$ cat config.mk
export PLATFORM = sky130hd
export DESIGN_NAME = board_addr
export DESIGN_NICKNAME = d
export VERILOG_FILES = /design/src/rtl/win_checker_pkg.sv /design/src/rtl/win_checker_board_addr.sv
export SDC_FILE = /design/constraint.sdc
export NUM_CORES = 1
export LEC_CHECK = 0
export ABC_AREA = 1
export CORE_MARGIN = 3
export CORE_UTILIZATION = 60
export DETAILED_ROUTE_END_ITERATION = 8
export PLACE_DENSITY = 0.91
export SLEW_MARGIN = 20
export SYNTH_ARGS = -nofsm -noshare
export SYNTH_HDL_FRONTEND = slang
export SYNTH_SLANG_ARGS = --single-unit
$ cat constraint.sdc
create_clock -name vclk -period 7.3
set_clock_uncertainty 0.1 [all_clocks]
set_input_delay 0.73 -clock vclk [all_inputs]
set_output_delay 0.73 -clock vclk [all_outputs]
set_load 0.02 [all_outputs]
$ cat src/rtl/win_checker_pkg.sv
// Shared constants, cell codes, FSM encoding and the line-direction table
// used by the win checker and its probe-address helper.
package win_checker_pkg;

    localparam int ROWS    = 6;
    localparam int COLS    = 7;
    localparam int WIN_LEN = 4;
    localparam int CELLS   = ROWS * COLS;
    localparam int IDX_W   = 6;

    localparam logic [1:0] EMPTY = 2'b00;
    localparam logic [1:0] P1    = 2'b01;
    localparam logic [1:0] P2    = 2'b10;

    typedef enum logic [2:0] {
        S_IDLE,
        S_POS,
        S_NEG,
        S_EVAL,
        S_DONE
    } state_t;

    // Scan order: horizontal, vertical, down-right diagonal, down-left diagonal
    typedef enum logic [1:0] {
        DIR_H,
        DIR_V,
        DIR_D1,
        DIR_D2
    } dir_t;

    function automatic logic signed [1:0] dir_dr(input dir_t d);
        return (d == DIR_H) ? 2'sd0 : 2'sd1;
    endfunction

    function automatic logic signed [1:0] dir_dc(input dir_t d);
        logic signed [1:0] dc;
        case (d)
            DIR_H:   dc = 2'sd1;
            DIR_V:   dc = 2'sd0;
            DIR_D1:  dc = 2'sd1;
            default: dc = -2'sd1;
        endcase
        return dc;
    endfunction

endpackage

$ cat src/rtl/win_checker_board_addr.sv
// Combinational probe address: (row,col) + sign*k*(dr,dc), with a bounds flag.
// The index output is only meaningful while in_bounds is high.
module board_addr
    import win_checker_pkg::*;
(
    input  logic              [2:0]       row,
    input  logic              [2:0]       col,
    input  logic signed       [1:0]       dr,
    input  logic signed       [1:0]       dc,
    input  logic              [1:0]       k,
    input  logic                          sign,
    output logic                          in_bounds,
    output logic              [IDX_W-1:0] index
);

    logic signed [4:0] k_s;
    logic signed [4:0] dr_s;
    logic signed [4:0] dc_s;
    logic signed [4:0] off_r;
    logic signed [4:0] off_c;
    logic signed [4:0] r_s;
    logic signed [4:0] c_s;

    // Offset the anchor cell and range-check the result before forming the flat index
    always_comb begin
        k_s       = signed'({3'b000, k});
        dr_s      = {{3{dr[1]}}, dr};
        dc_s      = {{3{dc[1]}}, dc};
        off_r     = sign ? -(k_s * dr_s) : (k_s * dr_s);
        off_c     = sign ? -(k_s * dc_s) : (k_s * dc_s);
        r_s       = signed'({2'b00, row}) + off_r;
        c_s       = signed'({2'b00, col}) + off_c;
        in_bounds = !r_s[4] && !c_s[4] &&
                    (r_s[3:0] < 4'(ROWS)) && (c_s[3:0] < 4'(COLS));
        index     = IDX_W'(r_s[2:0]) * IDX_W'(COLS) + IDX_W'(c_s[2:0]);
    end

endmodule

# After elaboration in Yosys (flattened, before gate mapping)
# Cells that the tools add are included.
[word_totals]
regBits = 0
input_bits = 13
[classes]
add_sub_neg = 5
multipliers = 3
magnitude_cmp = 2
mux = 2
reduce_logical = 5
[ops]
columns = ["op", "n"]
rows = [
  ["4-bit by 5-bit adder with 5-bit output", 2],
  ["3-bit by 2-bit multiplier with 5-bit output", 2],
  ["5-bit two-way mux", 2],
  ["5-bit negation", 2],
  ["4-bit by 3-bit less-than comparator with 1-bit output, second input constant", 2],
  ["6-bit by 3-bit adder with 6-bit output", 1],
  ["3-bit by 3-bit multiplier with 6-bit output, second input constant", 1],
  ["1-bit logical AND", 3],
  ["1-bit zero test", 2],
]

# Longest topological paths before layout
# Gate-level depths: netlist of the first run.
[depth]
word_depth = 8
mapped_depth = 18
mapped_depth_nobuf = 18

# Worst setup path after synthesis of the first run
# No wires, ideal clock.
[synth_path]
path_kind = "input port to output port"
from = "input dr[1]"
to = "output index[5]"
arrival_time_ns = 4.766
t_required_ns = 6.470
setup_slack_ns = 1.704
path_stages = 16
path_buffers = 0
cell_sequence = "inv_1 > nor2_1 > fa_1 > inv_1 > ha_1 > nand2_1 > o21ai_0 > fa_1 > xor2_1 > inv_1 > fa_1 > inv_1 > fa_1 > fa_1 > o21ai_0 > xor2_1"
[synth_between]
elab_chain_len = 6
[synth_lines]
columns = ["element", "line", "rtl"]
rows = [
  ["from (decl)", "win_checker_board_addr.sv:8", "input logic signed [1:0] dr,"],
  ["3-bit by 2-bit multiplier with 5-bit output (*)", "win_checker_board_addr.sv:29", "off_r = sign ? -(k_s * dr_s) : (k_s * dr_s);"],
  ["5-bit negation", "win_checker_board_addr.sv:29", ""],
  ["5-bit two-way mux (*)", "win_checker_board_addr.sv:29", ""],
  ["4-bit by 5-bit adder with 5-bit output (*)", "win_checker_board_addr.sv:31", "r_s = signed'({2'b00, row}) + off_r;"],
  ["3-bit by 3-bit multiplier with 6-bit output (*)", "win_checker_board_addr.sv:35", "index = IDX_W'(r_s[2:0]) * IDX_W'(COLS) + IDX_W'(c_s[2:0]);"],
  ["6-bit by 3-bit adder with 6-bit output (*)", "win_checker_board_addr.sv:35", ""],
  ["to (decl)", "win_checker_board_addr.sv:13", "output logic [IDX_W-1:0] index"],
]
# Every way passes the cells marked *; elsewhere a longest branch is shown, timed or not.

# Worst setup path after layout of the first run
# Ends and elaborated chain as after synthesis.

==> results.yml, run 1 <==
min_path:
  hold_path_class: "in -> out"
  hold_depth: 4
  min_to: "index[0]"
  min_from: "col[0]"
die:
  initial_core_util_pct: 65.2
  coreArea_mm2: 0.00154
  core.rowCount: 14
  die_w_um: 46.9
  ios: 20
  dieArea_mm2: 0.00220
  dieHeight_um: 46.9
sta:
  worstMarginPinSlew_ns: 0.480
  finalSetupViolCount: 0
  relSlewSlack_pct: 67.9
  hold_ws_ns: 2.71
  final_max_slew_viol_count: 0
  hold_violations: 0
  grt_setup_unrepaired: "false"
  post-route-period-util_pct: 93.0
  fin_ws_ns: 0.510
  fmax_mhz: 147
  min_period_ns: 6.79
  tns_ns: 0
grt:
  grt_pass1_wl_um: 3250
  first_global_vias: 833
  grt_max_degree: 15
  grt_usage_pct: 19.5
  grt_remaining_overflow: 0
  antenna_found_initial: 0
cells_and_area:
  antennaDiodeCount: 0
  finalInstanceArea_mm2: 0.00121
  design.seq.count: 0
  seq_area_um2: 0
  nFillCells: 118
  clkbuf_count: 0
  fin_nets: 214
  area_growth_pct: 20.8
  drive_gt1_share_pct: 6.51
  instances_no_fill: 185
  fin_util_pct: 78.7
cts:
  cts_resized: 0
  postCtsHoldBufs: 0
  cts_setup_buffers: 0
synth:
  synthAdderAreaFrac_pct: 43.3
  synthTopCellsByArea: "ha_1 (27%), fa_1 (16%), inv_1 (15%), nand2_1 (12%), nand3_1 (5.5%)"
  synth_cells: 150
  avgSynthCellArea_um2: 6.70
  synth_cell_types: 19
  yosys.area_share.simple_pct: 30.8
  synth_compound_area_share_pct: 5.85
  synthMuxAreaShare_pct: 0
  yosysTopAreaCellShare_pct: 27.4
  synth.yosys.warnings: 0
  synth_fp_nets: 193
  synth_top_family_by_area: "adder cells"
  synthXorXnorAreaFrac_pct: 4.36
  yosys.area.top_type: "ha_1"
  ys_seq_area_share_pct: 0
  netlist_area_mm2: 0.00100
critical_path:
  slowest_delay_ns: 0.61
  endpoint_kind: "output port"
  critPathKind: "in -> out"
  cp_data_arrival_time_ns: 5.96
  cp.required_ns: 6.47
  cp_slowest_cell: "clkdlybuf4s50_1"
  crit_path_frequent_cell: "fa_1"
  start_kind: "input port"
  cp_max_fo: 4
  crit_chain: "clkdlybuf4s50_1, inv_1, nor2_1, fa_1, inv_1, ha_1, nand2_1, o21ai_0, fa_1, xor2_1, inv_1, fa_1, inv_1, fa_1, fa_1, o21ai_0, xor2_1, clkdlybuf4s50_1"
place:
  dp.cells: 185
  postPlaceCellArea_mm2: 0.00121
  place.gp.congestion: 0.811
  place_ws_ns: 0.468
  io_buffer_count: 20
  hpwlAfterDp_um: 1830
routing:
  dr_total_vias: 958
  drtIter0Drc: 15
  vias_per_cell: 5.18
  wirelength_um: 1990
  wire_per_inst_um: 10.8
  drt_first_pass_iters: 4
  ant_nets: 0
  drcViolationCount: 0
outcome:
  outcome: "finished, final reports clean"
power_and_ir_drop:
  ir_drop_uv: 186
  p_per_area_mw_per_mm2: 285
  finalPower_uw: 346
  p_leak_nw: 0.716
run:
  cap_violations: 0
-- worst max-delay path by stage --
stage          endpoint   from  slack, ns
2_1_floorplan  index[5]  dr[1]       1.70
3_3_place_gp   index[5]   k[0]       0.68
3_5_place_dp   index[5]  dr[1]       0.47
4_1_cts        index[5]  dr[1]       0.46
5_1_grt        index[5]  dr[1]       0.15
6_report       index[5]  dr[1]       0.51
-- cell usage after synthesis (all sizes together) --
master   n
a21oi    5
a22oi    2
buf      1
fa       8
ha      22
inv     39
nand2   39
nand3   13
nand3b   1
nand4    2
nor2     9
o21ai    3
or2      1
xnor2    1
xor2     4
-- per-layer routing --
layer	GRT usage (%)	vias up	wire length, um
li1	-	498	-
met1	23.9	441	786
met2	39.8	19	1140
met3	0	0	66
met4	0	0	0
met5	0	-	0
-- worst max-delay path, delay by kind of cell --
| family | cells | cell delay [ns] |
|---|---|---|
| XOR/XNOR | 2 | 0.47 |
| buffers and inverters | 6 | 1.52 |
| AO/OA/AOI/OAI | 2 | 0.37 |
| AND/OR/NAND/NOR | 2 | 0.20 |
| adder cells (fa/ha/maj) | 6 | 2.66 |
-- placed cells by master (no fill, tap or decap), drive strengths merged --
master and count:
inv 39, nand4 2, o21ai 3, a21oi 5, nor2 9, nand3 13
clkdlybuf4s50 20, ha 22, fa 8, nand2 39, nand3b 1, xor2 4
a22oi 2, or2 1, xnor2 1
-- layout make-up --
type | count | area [um^2] | share of cell area (%)
repair buffers | 20 | 200 | 16.5
well taps | 16 | 20.0 | 1.65
multi-input cells | 110 | 847 | 69.8
inverters | 39 | 146 | 12.1
-- report_power, final --
group,internal [mW],switching [mW]
clock network,0,0
logic,0.157,0.188
registers,0,0
total,0.157,0.188
-- cell families after synthesis --
kind of cell             Yosys count
AND/OR/NAND/NOR                   65
adder cells (fa/ha/maj)           30
AO/OA/AOI/OAI                     10
buffers and inverters             40
XOR/XNOR                           5
Power figures use the tool's default switching activity.
==> inputs of run 2 (changes only) <==
ABC_CLOCK_PERIOD_IN_PS = 8090   (was not set)
SKIP_LAST_GASP = 1   (was not set)
clock period = 8.09 ns   (was 7.3 ns; I/O delays follow)
==> run 2 against run 1 <==
Against the previous run:
- design area is the same
- sequential cell count is the same
- power decreased by 9.6%
- global-route usage is 0.31 points lower
- final cell count is the same
- critical path type unchanged
- utilization is the same
- first-iteration DRC count grew 47%
- combinational power shrank 9.8%
- non-clock buffer count unchanged
- critical path depth stayed put
==> results.yml, run 2 (synthesis results as in run 1) <==
outcome:
  outcome: "finished, final reports clean"
sta:
  min_period_ns: 6.97
  hold_violations: 0
  final_max_slew_viol_count: 0
  post-route-period-util_pct: 86.2
  tns_ns: 0
  fmax_mhz: 143
  finalSetupViolCount: 0
  worstMarginPinSlew_ns: 0.466
  relSlewSlack_pct: 68.9
  grt_setup_unrepaired: "false"
grt:
  grt_remaining_overflow: 0
  first_global_vias: 820
  antenna_found_initial: 0
  grt_usage_pct: 19.2
  grt_max_degree: 15
  grt_pass1_wl_um: 3190
cells_and_area:
  clkbuf_count: 0
  nFillCells: 115
  finalInstanceArea_mm2: 0.00121
  fin_nets: 214
  mostFrequentLayoutCell: "inv_1"
  fin_util_pct: 78.7
  seq_area_um2: 0
  area_growth_pct: 20.8
  instances_no_fill: 185
  layout_common_cells: "inv_1 (39), nand2_1 (32), ha_1 (22), clkdlybuf4s50_1 (20), nand3_1 (11)"
  design.seq.count: 0
  antennaDiodeCount: 0
  drive_gt1_share_pct: 6.51
min_path:
  hold_path_class: "in -> out"
power_and_ir_drop:
  p_per_area_mw_per_mm2: 257
  finalPower_uw: 312
  ir_drop_uv: 168
  p_leak_nw: 0.716
die:
  dieHeight_um: 46.9
  ios: 20
  coreArea_mm2: 0.00154
  initial_core_util_pct: 65.2
  die_w_um: 46.9
  core.rowCount: 14
  dieArea_mm2: 0.00220
critical_path:
  start_kind: "input port"
  cp.required_ns: 7.18
  cp_data_arrival_time_ns: 6.06
  endpoint_kind: "output port"
  critPathKind: "in -> out"
  cp_max_fo: 4
routing:
  wire_per_inst_um: 10.7
  drtIter0Drc: 22
  drcViolationCount: 0
  wirelength_um: 1970
  vias_per_cell: 5.24
  ant_nets: 0
  drt_first_pass_iters: 4
  dr_total_vias: 970
cts:
  postCtsHoldBufs: 0
  cts_setup_buffers: 0
  cts_resized: 0
place:
  dp.cells: 185
  io_buffer_count: 20
  postPlaceCellArea_mm2: 0.00121
  place.gp.congestion: 0.811
  hpwlAfterDp_um: 1810
run:
  cap_violations: 0
==> run 2: cell counts in the layout (fill, tap and decap cells not counted) <==
No cell type changed its count.
==> run 2: layer usage <==
layer | vias up | global-route usage, % | wire length [um]
li1 | 502 | - | -
met1 | 446 | 23.0 | 791
met2 | 22 | 39.8 | 1110
met3 | 0 | 0 | 74
met4 | 0 | 0 | 0
met5 | - | 0 | 0
==> run 2: final cells by class <==
cell class,count,area [um^2],share of cell area [%]
multi-input combinational,110,847,69.8
timing repair buffer,20,200,16.5
inverter,39,146,12.1
tap,16,20.0,1.65
==> run 2: critical path, stage by stage <==
cell and delay, ns:
clkdlybuf4s50_1 0.54, inv_1 0.08, nor2_1 0.14, fa_1 0.45, inv_1 0.09, ha_1 0.23, nand2_1 0.07, o21ai_0 0.16
fa_1 0.48, xor2_1 0.31, inv_1 0.15, fa_1 0.52, inv_1 0.05, fa_1 0.50, fa_1 0.48, o21ai_0 0.22
xor2_1 0.16, clkdlybuf4s50_1 0.61
==> run 2: metrics by stage <==
stage	hold WS (ns)	setup WS, ns
after floorplan	1.86	2.34
after global routing	2.90	0.779
after detailed placement	2.85	1.09
after global placement	2.85	1.32
final	2.86	1.12
after CTS	2.87	1.09
==> run 2: power by group <==
part | total (mW) | switching (mW) | internal (mW) | leakage, nW
combinational | 0.312 | 0.171 | 0.142 | 0.716
clock | 0 | 0 | 0 | 0
sequential | 0 | 0 | 0 | 0
total | 0.312 | 0.171 | 0.142 | 0.716
==> run 2: path summary, 6_finish.rpt <==
path                  endpoint  depth (start not counted)   start  slack, ns
worst max-delay path  index[5]                         18   dr[1]       1.12
worst min-delay path  index[0]                          4  col[0]       2.86
==> inputs of run 3 (changes only) <==
ABC_AREA = 0   (was 1)
CORE_UTILIZATION = 59   (was 60)
PLACE_DENSITY = 0.9   (was 0.91)
==> run 3 against run 2 <==
Against the previous run:
- worst hold slack improved by 0.013 ns
- final cell count fell by 18%
- utilization rose by 3.8 points
- area after synthesis fell by 4.7%
- sequential cell count did not move
- clock-buffer cell count did not move
- critical path depth rose by 1
- first-iteration DRC count fell by 18%
- die area fell by 2.7%
- wire length fell by 7.6%
- combinational power barely moved
- fmax fell by 2.9%
- critical path type unchanged
- highest routed layer unchanged
==> results.yml, run 3 <==
power_and_ir_drop:
  p_leak_nw: 0.602
  p_per_area_mw_per_mm2: 265
  power.switching_uw: 159
  p_seq_share_pct: 0
  p_sw_share_pct: 51.5
  ir_drop_uv: 454
  p_comb_share_pct: 100.0
  pwr-share-clk_pct: 0
  finalPower_uw: 310
  intPower_uw: 150
outcome:
  outcome: "finished, final reports clean"
synth:
  synth_fp_nets: 161
  synthTopCellsByArea: "ha_1 (29%), fa_1 (17%), inv_1 (11%), xnor2_1 (6.4%), nand2b_1 (3.9%)"
  netlist_area_um2: 957
  avgSynthCellArea_um2: 8.11
  synth.most_common_cell: "inv_1"
  yosys.area.top_type: "ha_1"
  synth.yosys.warnings: 0
  ys_seq_area_share_pct: 0
  yosysTopAreaCellShare_pct: 28.8
  synth_cells: 118
  synth.cells.most_frequent: "inv_1 (28), ha_1 (22), fa_1 (8), xnor2_1 (7), nand2b_1 (6)"
  synth_cell_types: 29
routing:
  drt_first_pass_iters: 4
  drtIter0Drc: 18
  wirelength_um: 1820
  vias_per_cell: 5.45
  ant_nets: 0
  wire_per_inst_um: 12.0
  dr_total_vias: 829
  drcViolationCount: 0
grt:
  grt_remaining_overflow: 0
  first_global_vias: 875
  grt_max_degree: 11
  antenna_found_initial: 0
  grt_usage_pct: 20.3
  grt_pass1_wl_um: 3400
die:
  die_w_um: 46.3
  dieHeight_um: 46.3
  initial_core_util_pct: 67.6
  dieArea_mm2: 0.00214
  coreArea_mm2: 0.00142
  ios: 20
  core.rowCount: 13
cells_and_area:
  seq_area_um2: 0
  antennaDiodeCount: 0
  design.seq.count: 0
  clkbuf_count: 0
  area_growth_pct: 22.1
  nFillCells: 87
  drive_gt1_share_pct: 2.19
  finalInstanceArea_mm2: 0.00117
  mostFrequentLayoutCell: "inv_1"
  layout_common_cells: "inv_1 (28), ha_1 (22), clkdlybuf4s50_1 (20), fa_1 (8), xnor2_1 (7)"
  fin_nets: 182
sta:
  post-route-period-util_pct: 88.7
  worstMarginPinSlew_ns: 0.346
  relSlewSlack_pct: 76.7
  tns_ns: 0
  grt_setup_unrepaired: "false"
  final_max_slew_viol_count: 0
  fmax_mhz: 139
  hold_ws_ns: 2.87
  finalSetupViolCount: 0
  hold_violations: 0
  min_period_ns: 7.18
place:
  place.gp.congestion: 0.766
  io_buffer_count: 20
  postPlaceCellArea_mm2: 0.00117
  hpwlAfterDp_um: 1700
cts:
  cts_setup_buffers: 0
  postCtsHoldBufs: 0
  cts_resized: 0
critical_path:
  crit_cells: 19
  cp_data_arrival_time_ns: 6.27
  crit_buf_inv: 6
  cp_slowest_cell: "clkdlybuf4s50_1"
  critPathKind: "in -> out"
  endpoint_kind: "output port"
  cp.required_ns: 7.18
  critical-path-top-delay-family: "adder cells"
  start_kind: "input port"
  crit_chain: "clkdlybuf4s50_1, and2b_1, fa_1, inv_1, ha_1, nand2_1, o21ai_0, fa_1, xor2_1, inv_1, fa_1, inv_1, fa_1, inv_1, ha_1, a21o_1, a21oi_1, xnor2_1, clkdlybuf4s50_1"
  cp_max_fo: 5
  slowest_delay_ns: 0.62
min_path:
  hold_path_class: "in -> out"
  hold_depth: 6
run:
  cap_violations: 0
-- run 3: path summary, 6_finish.rpt --
| kind | from | end | slack [ns] |
|---|---|---|---|
| max | k[0] | index[4] | 0.91 |
| min | row[2] | in_bounds | 2.87 |
-- run 3: logic make-up after synthesis --
kind of cell	count (synthesis)	share of synthesized area (%)
buffers and inverters	29	11.8
XOR/XNOR	8	7.32
AND/OR/NAND/NOR	32	21.2
AO/OA/AOI/OAI	19	14.2
adder cells (fa/ha/maj)	30	45.5
-- run 3: area by class of cell --
type,count,area [um^2],share of cell area [%]
inverters,28,105,8.99
multi-input cells,89,845,72.3
well taps,15,18.8,1.61
repair buffers,20,200,17.1
-- run 3: power by group through the flow --
| stage | combinational [mW] | sequential (mW) | clock [mW] |
|---|---|---|---|
| 3_3_place_gp | 0.302 | 0 | 0 |
| 2_1_floorplan | 0.204 | 0 | 0 |
| 6_report | 0.310 | 0 | 0 |
| 4_1_cts | 0.314 | 0 | 0 |
| 5_1_grt | 0.349 | 0 | 0 |
| 3_5_place_dp | 0.314 | 0 | 0 |
-- run 3: stage by stage --
step,std cells,setup slack (ns),util [%]
floorplan,118,2.22,-
global placement,152,1.02,82.6
detailed placement,152,0.889,82.6
CTS,152,0.882,82.6
global route,152,0.546,82.6
finish,152,0.911,82.6
-- run 3: per-layer routing --
layer,GRT usage (%),share of wire (%)
met5,0,0
met4,0,0
met3,0.391,2.2
met2,40.1,50
met1,25.3,47
